===== src/rtl/bk_pkg.sv =====
// ----------------------------------------------------------------------------
// bk_pkg -- shared definitions for the Brent-Kung adder stages.
//
// Contents:
//   BK_WIDTH    default operand width of the adder datapath
//   bk_state_e  occupancy state of the two-entry output skid buffer
// ----------------------------------------------------------------------------
package bk_pkg;

   localparam int BK_WIDTH = 16;

   // EMPTY: no beat held; ONE: main register holds a beat;
   // TWO: main and skid registers both hold beats (upstream stalled).
   typedef enum logic [1:0] {
      EMPTY = 2'd0,
      ONE   = 2'd1,
      TWO   = 2'd2
   } bk_state_e;

endpackage : bk_pkg


===== src/rtl/bk_sum_xor.sv =====
// ----------------------------------------------------------------------------
// bk_sum_xor -- final sum/flag logic of the Brent-Kung adder.
//
// Ports:
//   p    [WIDTH:0]   bitwise propagate; bit 0 is the cin slot (ignored),
//                    bit i+1 belongs to operand bit i
//   gi   [WIDTH:0]   group generate; bit j is the carry out of slots 0..j,
//                    bit 0 is cin
//   sum  [WIDTH-1:0] sum bits
//   cout             carry out of the MSB
//   ovf              two's-complement overflow
//   zero             sum is all zeros
// ----------------------------------------------------------------------------
module bk_sum_xor #(
   parameter int WIDTH = 16
) (
   input  logic [WIDTH:0]   p,
   input  logic [WIDTH:0]   gi,
   output logic [WIDTH-1:0] sum,
   output logic             cout,
   output logic             ovf,
   output logic             zero
);

   // The cin slot has no operand bit, so its propagate never reaches a sum.
   logic unused_p0;
   assign unused_p0 = p[0];

   // gi[i] is the carry into operand bit i.
   assign sum  = p[WIDTH:1] ^ gi[WIDTH-1:0];
   assign cout = gi[WIDTH];
   // Carry out of the MSB differs from carry into the MSB.
   assign ovf  = gi[WIDTH] ^ gi[WIDTH-1];
   assign zero = ~|sum;

endmodule : bk_sum_xor


===== src/rtl/bk_sum_stage.sv =====
// ----------------------------------------------------------------------------
// bk_sum_stage -- registered sum stage of the Brent-Kung adder with a
// two-entry skid buffer on its output.
//
// Ports:
//   clk, rst_n          clock; asynchronous active-low reset
//   in_valid/in_ready   upstream handshake
//   in_p   [WIDTH:0]    bitwise propagate (bit 0 = cin slot, ignored)
//   in_gi  [WIDTH:0]    group generate (bit 0 = cin)
//   out_valid/out_ready downstream handshake
//   out_sum [WIDTH-1:0] registered sum
//   out_cout, out_ovf, out_zero  registered flags
//
// Handshake: a beat moves across an interface only on a rising clk edge at
// which both valid and ready of that interface are high. A producer holding
// valid high keeps its payload stable until the transfer; ready may be high
// without valid. in_ready comes straight from a flop, so there is no
// combinational path from out_ready to in_ready; the skid register absorbs
// the one beat that can arrive in the cycle after downstream stalls.
//
// The buffer occupancy is observable as state_q (bk_state_e).
// ----------------------------------------------------------------------------
module bk_sum_stage
   import bk_pkg::*;
#(
   parameter int WIDTH   = BK_WIDTH,
   parameter int VALENCY = 2
) (
   input  logic             clk,
   input  logic             rst_n,
   input  logic             in_valid,
   output logic             in_ready,
   input  logic [WIDTH:0]   in_p,
   input  logic [WIDTH:0]   in_gi,
   output logic             out_valid,
   input  logic             out_ready,
   output logic [WIDTH-1:0] out_sum,
   output logic             out_cout,
   output logic             out_ovf,
   output logic             out_zero
);

   // VALENCY only keeps the parameter list aligned with the other stages.
   localparam int unused_valency = VALENCY;

   // Payload layout: {sum, cout, ovf, zero}
   localparam int PW = WIDTH + 3;

   bk_state_e        state_q;
   bk_state_e        state_n;
   logic             in_ready_q;
   logic [PW-1:0]    main_q;
   logic [PW-1:0]    skid_q;
   logic [PW-1:0]    main_n;
   logic             load_main;
   logic             load_skid;
   logic             accept;
   logic             xfer;

   logic [WIDTH-1:0] res_sum;
   logic             res_cout;
   logic             res_ovf;
   logic             res_zero;
   logic [PW-1:0]    res;

   bk_sum_xor #(
      .WIDTH (WIDTH)
   ) u_sum_xor (
      .p    (in_p),
      .gi   (in_gi),
      .sum  (res_sum),
      .cout (res_cout),
      .ovf  (res_ovf),
      .zero (res_zero)
   );

   assign res = {res_sum, res_cout, res_ovf, res_zero};

   assign out_valid = (state_q != EMPTY);
   assign in_ready  = in_ready_q;
   assign accept    = in_valid & in_ready_q;
   assign xfer      = out_valid & out_ready;

   // ---------------------------------------------------------------- FSM
   always_comb begin
      state_n   = state_q;
      load_main = 1'b0;
      load_skid = 1'b0;
      main_n    = res;
      unique case (state_q)
         EMPTY: begin
            if (accept) begin
               state_n   = ONE;
               load_main = 1'b1;
            end
         end
         ONE: begin
            if (accept && xfer) begin
               load_main = 1'b1;
            end else if (accept) begin
               // Downstream stalled: park the new beat behind the held one.
               state_n   = TWO;
               load_skid = 1'b1;
            end else if (xfer) begin
               state_n = EMPTY;
            end
         end
         TWO: begin
            // in_ready is low here, so no accept can coincide.
            if (xfer) begin
               state_n   = ONE;
               load_main = 1'b1;
               main_n    = skid_q;
            end
         end
         default: begin
            state_n = EMPTY;
         end
      endcase
   end

   always_ff @(posedge clk or negedge rst_n) begin
      if (!rst_n) begin
         state_q    <= EMPTY;
         in_ready_q <= 1'b0;
         main_q     <= '0;
         skid_q     <= '0;
      end else begin
         state_q    <= state_n;
         // Registered ready: open whenever the skid register will be free.
         in_ready_q <= (state_n != TWO);
         if (load_main) begin
            main_q <= main_n;
         end
         if (load_skid) begin
            skid_q <= res;
         end
      end
   end

   assign out_sum  = main_q[PW-1:3];
   assign out_cout = main_q[2];
   assign out_ovf  = main_q[1];
   assign out_zero = main_q[0];

endmodule : bk_sum_stage


===== config.mk =====
export PLATFORM = sky130hd
export DESIGN_NAME = bk_sum_stage
export DESIGN_NICKNAME = d
export VERILOG_FILES = /design/src/rtl/bk_pkg.sv /design/src/rtl/bk_sum_xor.sv /design/src/rtl/bk_sum_stage.sv
export SDC_FILE = /design/constraint.sdc
export NUM_CORES = 1
export LEC_CHECK = 0
export CAP_MARGIN = 5
export CELL_PAD_IN_SITES_DETAIL_PLACEMENT = 1
export CELL_PAD_IN_SITES_GLOBAL_PLACEMENT = 2
export CORE_UTILIZATION = 27
export CTS_CLUSTER_SIZE = 12
export DETAILED_ROUTE_END_ITERATION = 7
export PLACE_DENSITY_LB_ADDON = 0.1
export SETUP_SLACK_MARGIN = 0.3
export SYNTH_ARGS = -nofsm -noshare
export SYNTH_HDL_FRONTEND = slang
export SYNTH_SLANG_ARGS = --single-unit

===== constraint.sdc =====
create_clock -name clk -period 1.4 [get_ports clk]
set_input_delay 0.28 -clock clk [delete_from_list [all_inputs] [get_ports clk]]
set_output_delay 0.28 -clock clk [all_outputs]
set_load 0.01 [all_outputs]

# --- Word level (Yosys, flattened, before mapping) ---
# Index checks and enable logic that the tools add are counted.
totals:
  in_bits: 38
  register_bits: 41
  wordCells: 30
  output_inout_bits: 21
classes:
  n_eq_ne: 3
  reduce_logical: 5
  mux: 14
  bitwise: 4
op_table:
  columns: ["operator", "n"]
  rows:
  - ["19-bit two-way mux", 2]
  - ["16-bit OR reduction", 1]
  - ["16-bit XOR", 1]
  - ["2-bit two-way mux", 5]
  - ["2-bit case mux with 3 select lines", 1]
  - ["1-bit two-way mux", 5]
  - ["1-bit case mux with 3 select lines", 1]
  - ["1-bit AND", 2]
  - ["2-bit by 1-bit == test with 1-bit output, second input constant", 1]
  - ["2-bit == test, second input constant", 1]
  - ["2-bit logical NOT", 1]
  - ["2-bit != test, second input constant", 1]
  - ["2-bit nonzero test", 1]
  - ["1-bit logical AND", 1]
  - ["1-bit logical NOT", 1]
  - ["1-bit XOR", 1]

# --- Logic depth before layout (Yosys ltp) ---
# Gate-level depths: netlist of run 1.
depth:
  word_depth: 7
  ltp_mapped: 6
  depth_no_buf: 4

# --- By module ---
# From an unflattened synthesis of run 1, not the netlist that was laid out.
hier_totals:
  hier_cells: 144
  hier_area_um2: 2021.9
modules_own_cells:
  columns: ["mod", "cells_each", "instances", "area_per_inst_um2", "seq_area_each_um2"]
  rows:
  - ["bk_sum_stage", 121, 1, 1831.8, 1026.0]
  - ["bk_sum_xor", 23, 1, 190.2, 0.0]

# --- Least setup slack after synthesis of run 1 ---
# Ideal clock, no wire load.
synth_path:
  path_kind: "reg-to-reg"
  from: "reg in_ready_q (netlist: in_ready)"
  to: "reg skid_q[2]"
  arrival_ns: 1.325
  required_ns: 1.275
  stages_incl_launch_ff: 5
  path_slack_ns: -0.050
  period_less_slack_ns: 1.450
  setup_ns: 0.125
  cell_sequence: "dfrtp_1 -> nand2_1 -> nor3b_4 -> buf_6 -> mux2_2"
synth_between:
  elab_chain_cells: 4
  elab_cells_between_ends: 5
  cone_classes: "mux (3); bitwise (1); reduce/logical (1)"
synth_rtl:
  columns: ["item", "line_no", "rtl"]
  rows:
  - ["start: declaration", "bk_sum_stage.sv:51", "logic in_ready_q;"]
  - ["start signal: assignment", "bk_sum_stage.sv:131", "in_ready_q <= (state_n != TWO);"]
  - ["1-bit AND (*)", "bk_sum_stage.sv:81", "assign accept = in_valid & in_ready_q;"]
  - ["1-bit two-way mux or 1-bit logical AND (tied branches)", "bk_sum_stage.sv:100, bk_sum_stage.sv:98", null]
  - ["1-bit two-way mux (*)", "bk_sum_stage.sv:98", "if (accept && xfer) begin"]
  - ["1-bit two-way mux (*)", "bk_sum_stage.sv:90", "unique case (state_q)"]
  - ["end signal: assignment", "bk_sum_stage.sv:136", "skid_q <= res;"]
  - ["end: declaration", "bk_sum_stage.sv:53", "logic [PW-1:0] skid_q;"]
# Mark *: on every way between the ends. The rest lies on a longest branch, timed or not.
# A chain may end at the register's enable or synchronous reset.

# --- Final worst setup path of run 1 ---
layout_path:
  from: "reg state_q[0]"
  to: "reg skid_q[7]"
layout_between:
  elab_chain_cells: 5
  elab_cells_between_ends: 6
  cone_classes: "eq/ne (1); mux (2); bitwise (1); reduce/logical (2)"
layout_rtl:
  columns: ["item", "line_no", "rtl"]
  rows:
  - ["start: declaration", "bk_sum_stage.sv:49", "bk_state_e state_q;"]
  - ["start signal: assignment", "bk_sum_stage.sv:129", "state_q <= state_n;"]
  - ["2-bit nonzero test", "bk_sum_stage.sv:79", "assign out_valid = (state_q != EMPTY);"]
  - ["1-bit AND", "bk_sum_stage.sv:82", "assign xfer = out_valid & out_ready;"]
  - ["1-bit logical AND", "bk_sum_stage.sv:98", null]
  - ["1-bit two-way mux", "bk_sum_stage.sv:98", null]
  - ["1-bit two-way mux (*)", "bk_sum_stage.sv:90", null]
# Marked as above.

==> results.ini, run 1 <==
[outcome]
status = complete, but fails checks
violations = setup timing

[synth]
synth_top_family_by_area = multiplexers
synthMuxAreaShare_pct = 18.98
syn-cell-area_sq_um = 2011
synthSimpleGateAreaFrac_pct = 9.085
synth-xor-area-share_pct = 7.405
ys_seq_area_share_pct = 51.03
ys_warn_count = 0
synth-compound-area-share_pct = 9.645
synth_area_per_cell_sq_um = 12.26
synth-seq-cells = 41
ys_types = 26
syn_inst = 164
synth_nets = 202
synthAdderAreaFrac_pct = 0

[final_layout]
fin_cells = 378
fin_util_pct = 48.14
fillCellCount = 778
area_growth_syn_to_layout_pct = 72.74
antenna_cells = 0
stdcell_area_sq_um = 3473
drive_above_1_share_pct = 53.41
nets = 316

[detailed_routing]
drtIter0Drc = 56
drtAntennaViolNets = 0
drt_pass1_iterations = 4
drcViolationCount = 0
num_vias = 1676
wl_per_cell_microns = 15.47
routed_wl_microns = 5846
viasPerCell = 4.434

[timing]
finalCritPeriodShare_pct = 109.3
rsz0062_at_grt = true
fin_ws_ns = -0.1300
timing.slew.headroom_pct = 78.41
clock_skew_ns = 0.005555
setup_viol = 32
slew_viol_final = 0
holdWs_ns = 0.4870
min_period_ns = 1.530
finalHoldViolCount = 0
worst_pin_slew_ns = 0.3228
fmax_ghz = 0.6536

[power]
ir_worst_vdd_mv = 0.5481
power_mw = 5.880
power.density_nw_per_um2 = 1693
p_leak_nw = 1.676

[die]
placementRows = 31
start_util_pct = 27.87
die_h_microns = 88.30
core_area_sq_um = 7214
num_io_pins = 59
fp.dieW_microns = 88.30
dieArea_sq_um = 7796

[setup_path]
cp.required_ns = 1.58
startpoint_type = flip-flop
reg2regPathDepth = 5
path_class = flip-flop to flip-flop
cp_data_arrival_time_ns = 1.71
cp-end-kind = flip-flop
crit_fanout = 8

[global_routing]
grt_max_degree = 42
track_usage_pct = 15.71
grtUsageMet3_pct = 3.358
globalRouteOverflowTotal = 0
grtUsageMet2_pct = 28.74
grt_pass1_wl_microns = 9204
grt.busiest_layer = met2
met1_usage_pct = 18.85
antenna_found_initial = 0
grt_pass1_vias = 1806

[clock_network]
cts_buffers = 5
clock_latency_ns = 0.29
cts_num_sinks = 41
h-tree-depth = 2
cts_root_buffer = clkbuf_8
cts_buffer_depth = 2
cts_tree = yes
clkTransAtPathRegs_ns = 0.08

[min_path]
hold_path.class = input port to asynchronous set/reset pin

[placed_design]
hpwl_microns = 3699
place_congestion = 0.7688
dpl_cell_area_sq_um = 2934
port_buffers = 57
numPlacedInstances = 338

[run]
drv_cap = 0

## sequential cells by signal (all words and copies together), names as in the netlist
register,count
in_ready,1
main_q,19
skid_q,19
state_q,2
## power by group
group / internal, mW / switching [mW] / total [mW]
clock network: 0.355 / 0.404 / 0.759
registers: 1.73 / 0.311 / 2.04
logic: 1.82 / 1.25 / 3.08
total: 3.91 / 1.97 / 5.88
## critical path, cell delays in order, from the launching register on
cell     delay (ns)
dfrtp_1        0.38
nor2b_4        0.19
nor3b_4        0.26
buf_4          0.16
buf_12         0.13
mux2_4         0.30
## metrics by stage
| step | setup slack [ns] | TNS [ns] |
|---|---|---|
| after floorplan | -0.02245 | -0.2284 |
| after global placement | -0.4566 | -15.38 |
| after detailed placement | -0.5035 | -17.84 |
| after CTS | -0.1512 | -3.225 |
| after global routing | -0.2120 | -5.553 |
| final | -0.1300 | -2.689 |
## repair_timing
item | 4_1_cts | 5_1_grt
setup buffers | 16 | 11
hold buffers | 1 | 0
setup endpoints to repair | 62 | 62
hold endpoints to repair | 41 | 0
gates cloned | 3 | 1
pin swaps | 6 | 11
gates resized for setup | 115 | 31
## cell families after synthesis
group / after synthesis
muxes: 36
xor gates and xnor gates: 17
AOI/OAI and AO/OA: 26
DFF: 41
and+or+nand+nor: 34
buffers and inverters: 10
## routing by layer
metal / share of wire [%] / vias up
li1: - / 785
met1: 42 / 851
met2: 55 / 34
met3: 3.1 / 6
met4: 0.63 / 0
met5: 0 / -
## area by class of cell
class	instances	area, sq um	area share, %
Clock buffer	8	80.08	2.305
Timing Repair Buffer	115	1102	31.74
Sequential cell	41	1026	29.54
Multi-Input combinational cell	113	1134	32.64
Tap cell	99	123.9	3.566
Inverter	2	7.507	0.2161
## placed cells by master (no fill, tap or decap), types with 15 or more instances in the layout
| cell type | count |
|---|---|
| mux2_4 | 17 |
| a21oi_2 | 19 |
| nor2_1 | 15 |
| clkdlybuf4s50_1 | 20 |
| dfrtp_1 | 41 |
| buf_2 | 20 |
| buf_4 | 39 |
| mux2i_1 | 18 |
## synthesized netlist by cell type, drive strengths merged
master   n  area (sq um)
mux2    17         191.4
a21oi   21         150.1
nor2b    1         13.76
o31ai    1         21.27
nand3b   1         11.26
inv      2         7.510
nor4     4         25.02
nand4    1         6.260
nor3b    1         18.77
buf      8         70.06
a31oi    1         6.260
o21ai    2         10.01
nand2    2         7.510
xor2    16         140.1
dfrtp   41          1026
or2      1         6.260
o22ai    1         6.260
xnor2    1         8.760
nor2    22         87.58
or3      1         6.260
mux2i   19         190.2
## final timing paths
kind	start	to	slack [ns]
max in group asynchronous	rst_n	state_q[0]	0.69
worst max register to register	state_q[0]	skid_q[7]	-0.13
worst min register to register	main_q[9]	main_q[9]	0.52
worst max-delay path	state_q[0]	skid_q[7]	-0.13
min in group clk	in_gi[1]	main_q[4]	0.51
worst min-delay path	rst_n	main_q[10]	0.49
No activity file was read; power rests on OpenSTA's default activity.
==> run 2: changes to the inputs <==
--- a/config.mk
+++ b/config.mk
@@ -6,7 +6,7 @@
 export NUM_CORES = 1
 export LEC_CHECK = 0
 export CAP_MARGIN = 5
-export CELL_PAD_IN_SITES_DETAIL_PLACEMENT = 1
+export CELL_PAD_IN_SITES_DETAIL_PLACEMENT = 0
 export CELL_PAD_IN_SITES_GLOBAL_PLACEMENT = 2
 export CORE_UTILIZATION = 27
 export CTS_CLUSTER_SIZE = 12
==> run 2 against run 1 <==
Compared with the run above: the flow still finishes with violations (setup timing); sequential power about the same; clock power is essentially flat; routed wire length fell by 9.6%; critical path type unchanged; largest power group unchanged.
==> results.ini, run 2 (same netlist as run 1, synthesis figures left out) <==
[clock_network]
clkTransAtPathRegs_ns = 0.08
cts_num_sinks = 41
cts_buffers = 5
cts_tree = yes
clock_latency_ns = 0.29
h-tree-depth = 2
cts_root_buffer = clkbuf_8
cts_buffer_depth = 2

[timing]
finalHoldViolCount = 0
min_period_ns = 1.521
clock_skew_ns = 0.003896
timing.slew.headroom_pct = 76.68
setup_viol = 34
slew_viol_final = 0
fmax_ghz = 0.6577
worst_pin_slew_ns = 0.3466
holdWs_ns = 0.4795
fin_ws_ns = -0.1205
rsz0062_at_grt = true
finalCritPeriodShare_pct = 108.6

[global_routing]
grt_pass1_wl_microns = 8162
grt_pass1_vias = 1712
track_usage_pct = 14.04
globalRouteOverflowTotal = 0
antenna_found_initial = 0
grt_max_degree = 42

[power]
swShare_pct = 33.12
clkPwrFrac_pct = 13.1
power.density_nw_per_um2 = 1718
p_comb_share_pct = 51.7
ir_worst_vdd_mv = 0.5914
p_seq_share_pct = 35.2
switchingPower_mw = 1.922
p_leak_nw = 1.581
internal-power_mw = 3.881

[detailed_routing]
drtAntennaViolNets = 0
num_vias = 1619
routed_wl_microns = 5283
wl_per_cell_microns = 14.09
drt_pass1_iterations = 4
viasPerCell = 4.317
drcViolationCount = 0
drtIter0Drc = 45

[outcome]
status = complete, but fails checks
violations = setup timing

[final_layout]
layout_common_cells = dfrtp_1 (41), buf_4 (37), clkdlybuf4s50_1 (27)
stdcell_area_sq_um = 3378
drive_above_1_share_pct = 50.72
area_growth_syn_to_layout_pct = 68.01
antenna_cells = 0
fin_util_pct = 46.83
fin_cells = 375
nets = 313
largest_registers = main_q x19, skid_q x19, state_q x2
layout_commonest_cell = dfrtp_1

[setup_path]
timing.critical_path.buf_inv = 2
cp_data_arrival_time_ns = 1.70
crit_chain = nor2b_4 -> nor3b_4 -> buf_4 -> buf_12 -> mux2_4
cp.required_ns = 1.58
cp_top_family = simple AND/OR/NAND/NOR gates
critPathSlowestCell = dfrtp_1
startpoint_type = flip-flop
crit_fanout = 8
cpPeakStageDelay_ns = 0.39
path_class = flip-flop to flip-flop
cp-end-kind = flip-flop

[min_path]
hold_path.class = input port to asynchronous set/reset pin

[placed_design]
dp_slack_ns = -0.4519
place_congestion = 0.7688
hpwl_microns = 3307
numPlacedInstances = 338
dpl_cell_area_sq_um = 2934
port_buffers = 57

[die]
num_io_pins = 59
fp.dieW_microns = 88.30
core_area_sq_um = 7214
placementRows = 31
start_util_pct = 27.87
die_h_microns = 88.30
dieArea_sq_um = 7796

[run]
drv_cap = 0

==> run 2: cell count changes in the layout (fill, tap and decap cells not counted), sizes merged <==
cell and delta:
clkdlybuf4s50 +7, dlygate4sd2 -1, dlymetal6s2s -6, clkbuf +1, buf -4
==> run 2: path summary, 6_finish.rpt <==
path / start / end / slack [ns] / cells past startpoint
hold / removal: rst_n / main_q[7] / 0.48 / 3
min in group clk: skid_q[12] / skid_q[12] / 0.52 / 1
max in group asynchronous: rst_n / skid_q[14] / 0.70 / 3
setup / recovery: state_q[0] / skid_q[8] / -0.12 / 5
hold reg to reg: skid_q[12] / skid_q[12] / 0.52 / 1
setup reg to reg: state_q[0] / skid_q[8] / -0.12 / 5
==> run 2: tightest hold or removal path, cell delays in order <==
cell           delay, ns
dlygate4sd3_1       0.52
buf_2               0.12
buf_12              0.23
==> run 2: timing repair <==
| action | CTS | global route |
|---|---|---|
| hold endpoints to repair | 41 | 0 |
| pin swaps | 5 | 3 |
| hold buffers | 1 | 0 |
| buffers inserted | 16 | 8 |
| resized for setup | 119 | 15 |
| gates cloned | 2 | 2 |
| setup endpoints to repair | 61 | 62 |
==> run 2: power groups by stage <==
stage	registers [mW]	clock network, mW	logic, mW
floorplan	2.12	0	1.18
global placement	2.03	0	2.30
detailed placement	2.06	0	2.34
CTS	2.04	0.788	2.69
global route	2.11	0.833	3.23
finish	2.04	0.758	3.00
==> run 2: area by class of cell <==
type	count	area, sq um
clock buffers	8	80.08
fillers	686	3836
well taps	99	123.9
flip-flops and latches	41	1026
multi-input cells	113	1086
repair buffers	112	1055
inverters	2	7.507
==> run 2: stage by stage <==
step	setup TNS, ns	power (mW)
finish	-2.074	5.804
global route	-4.243	6.175
CTS	-1.604	5.524
detailed placement	-16.34	4.398
global placement	-15.38	4.328
floorplan	-0.2284	3.306
==> run 2: routing by layer <==
metal / share of wire (%) / vias up / GRT usage [%]
met2: 51 / 36 / 24.06
met5: 0 / - / 0
li1: - / 785 / -
met4: 1.3 / 0 / 5.279
met1: 44 / 791 / 17.81
met3: 3.4 / 7 / 2.332
==> run 3: changes to the inputs <==
--- a/config.mk
+++ b/config.mk
@@ -9,7 +9,7 @@
 export CELL_PAD_IN_SITES_DETAIL_PLACEMENT = 0
 export CELL_PAD_IN_SITES_GLOBAL_PLACEMENT = 2
 export CORE_UTILIZATION = 27
-export CTS_CLUSTER_SIZE = 12
+export CTS_CLUSTER_SIZE = 20
 export DETAILED_ROUTE_END_ITERATION = 7
 export PLACE_DENSITY_LB_ADDON = 0.1
 export SETUP_SLACK_MARGIN = 0.3
==> results of run 3 <==
The final DEF is identical to that of run 2; final timing and power are the same.
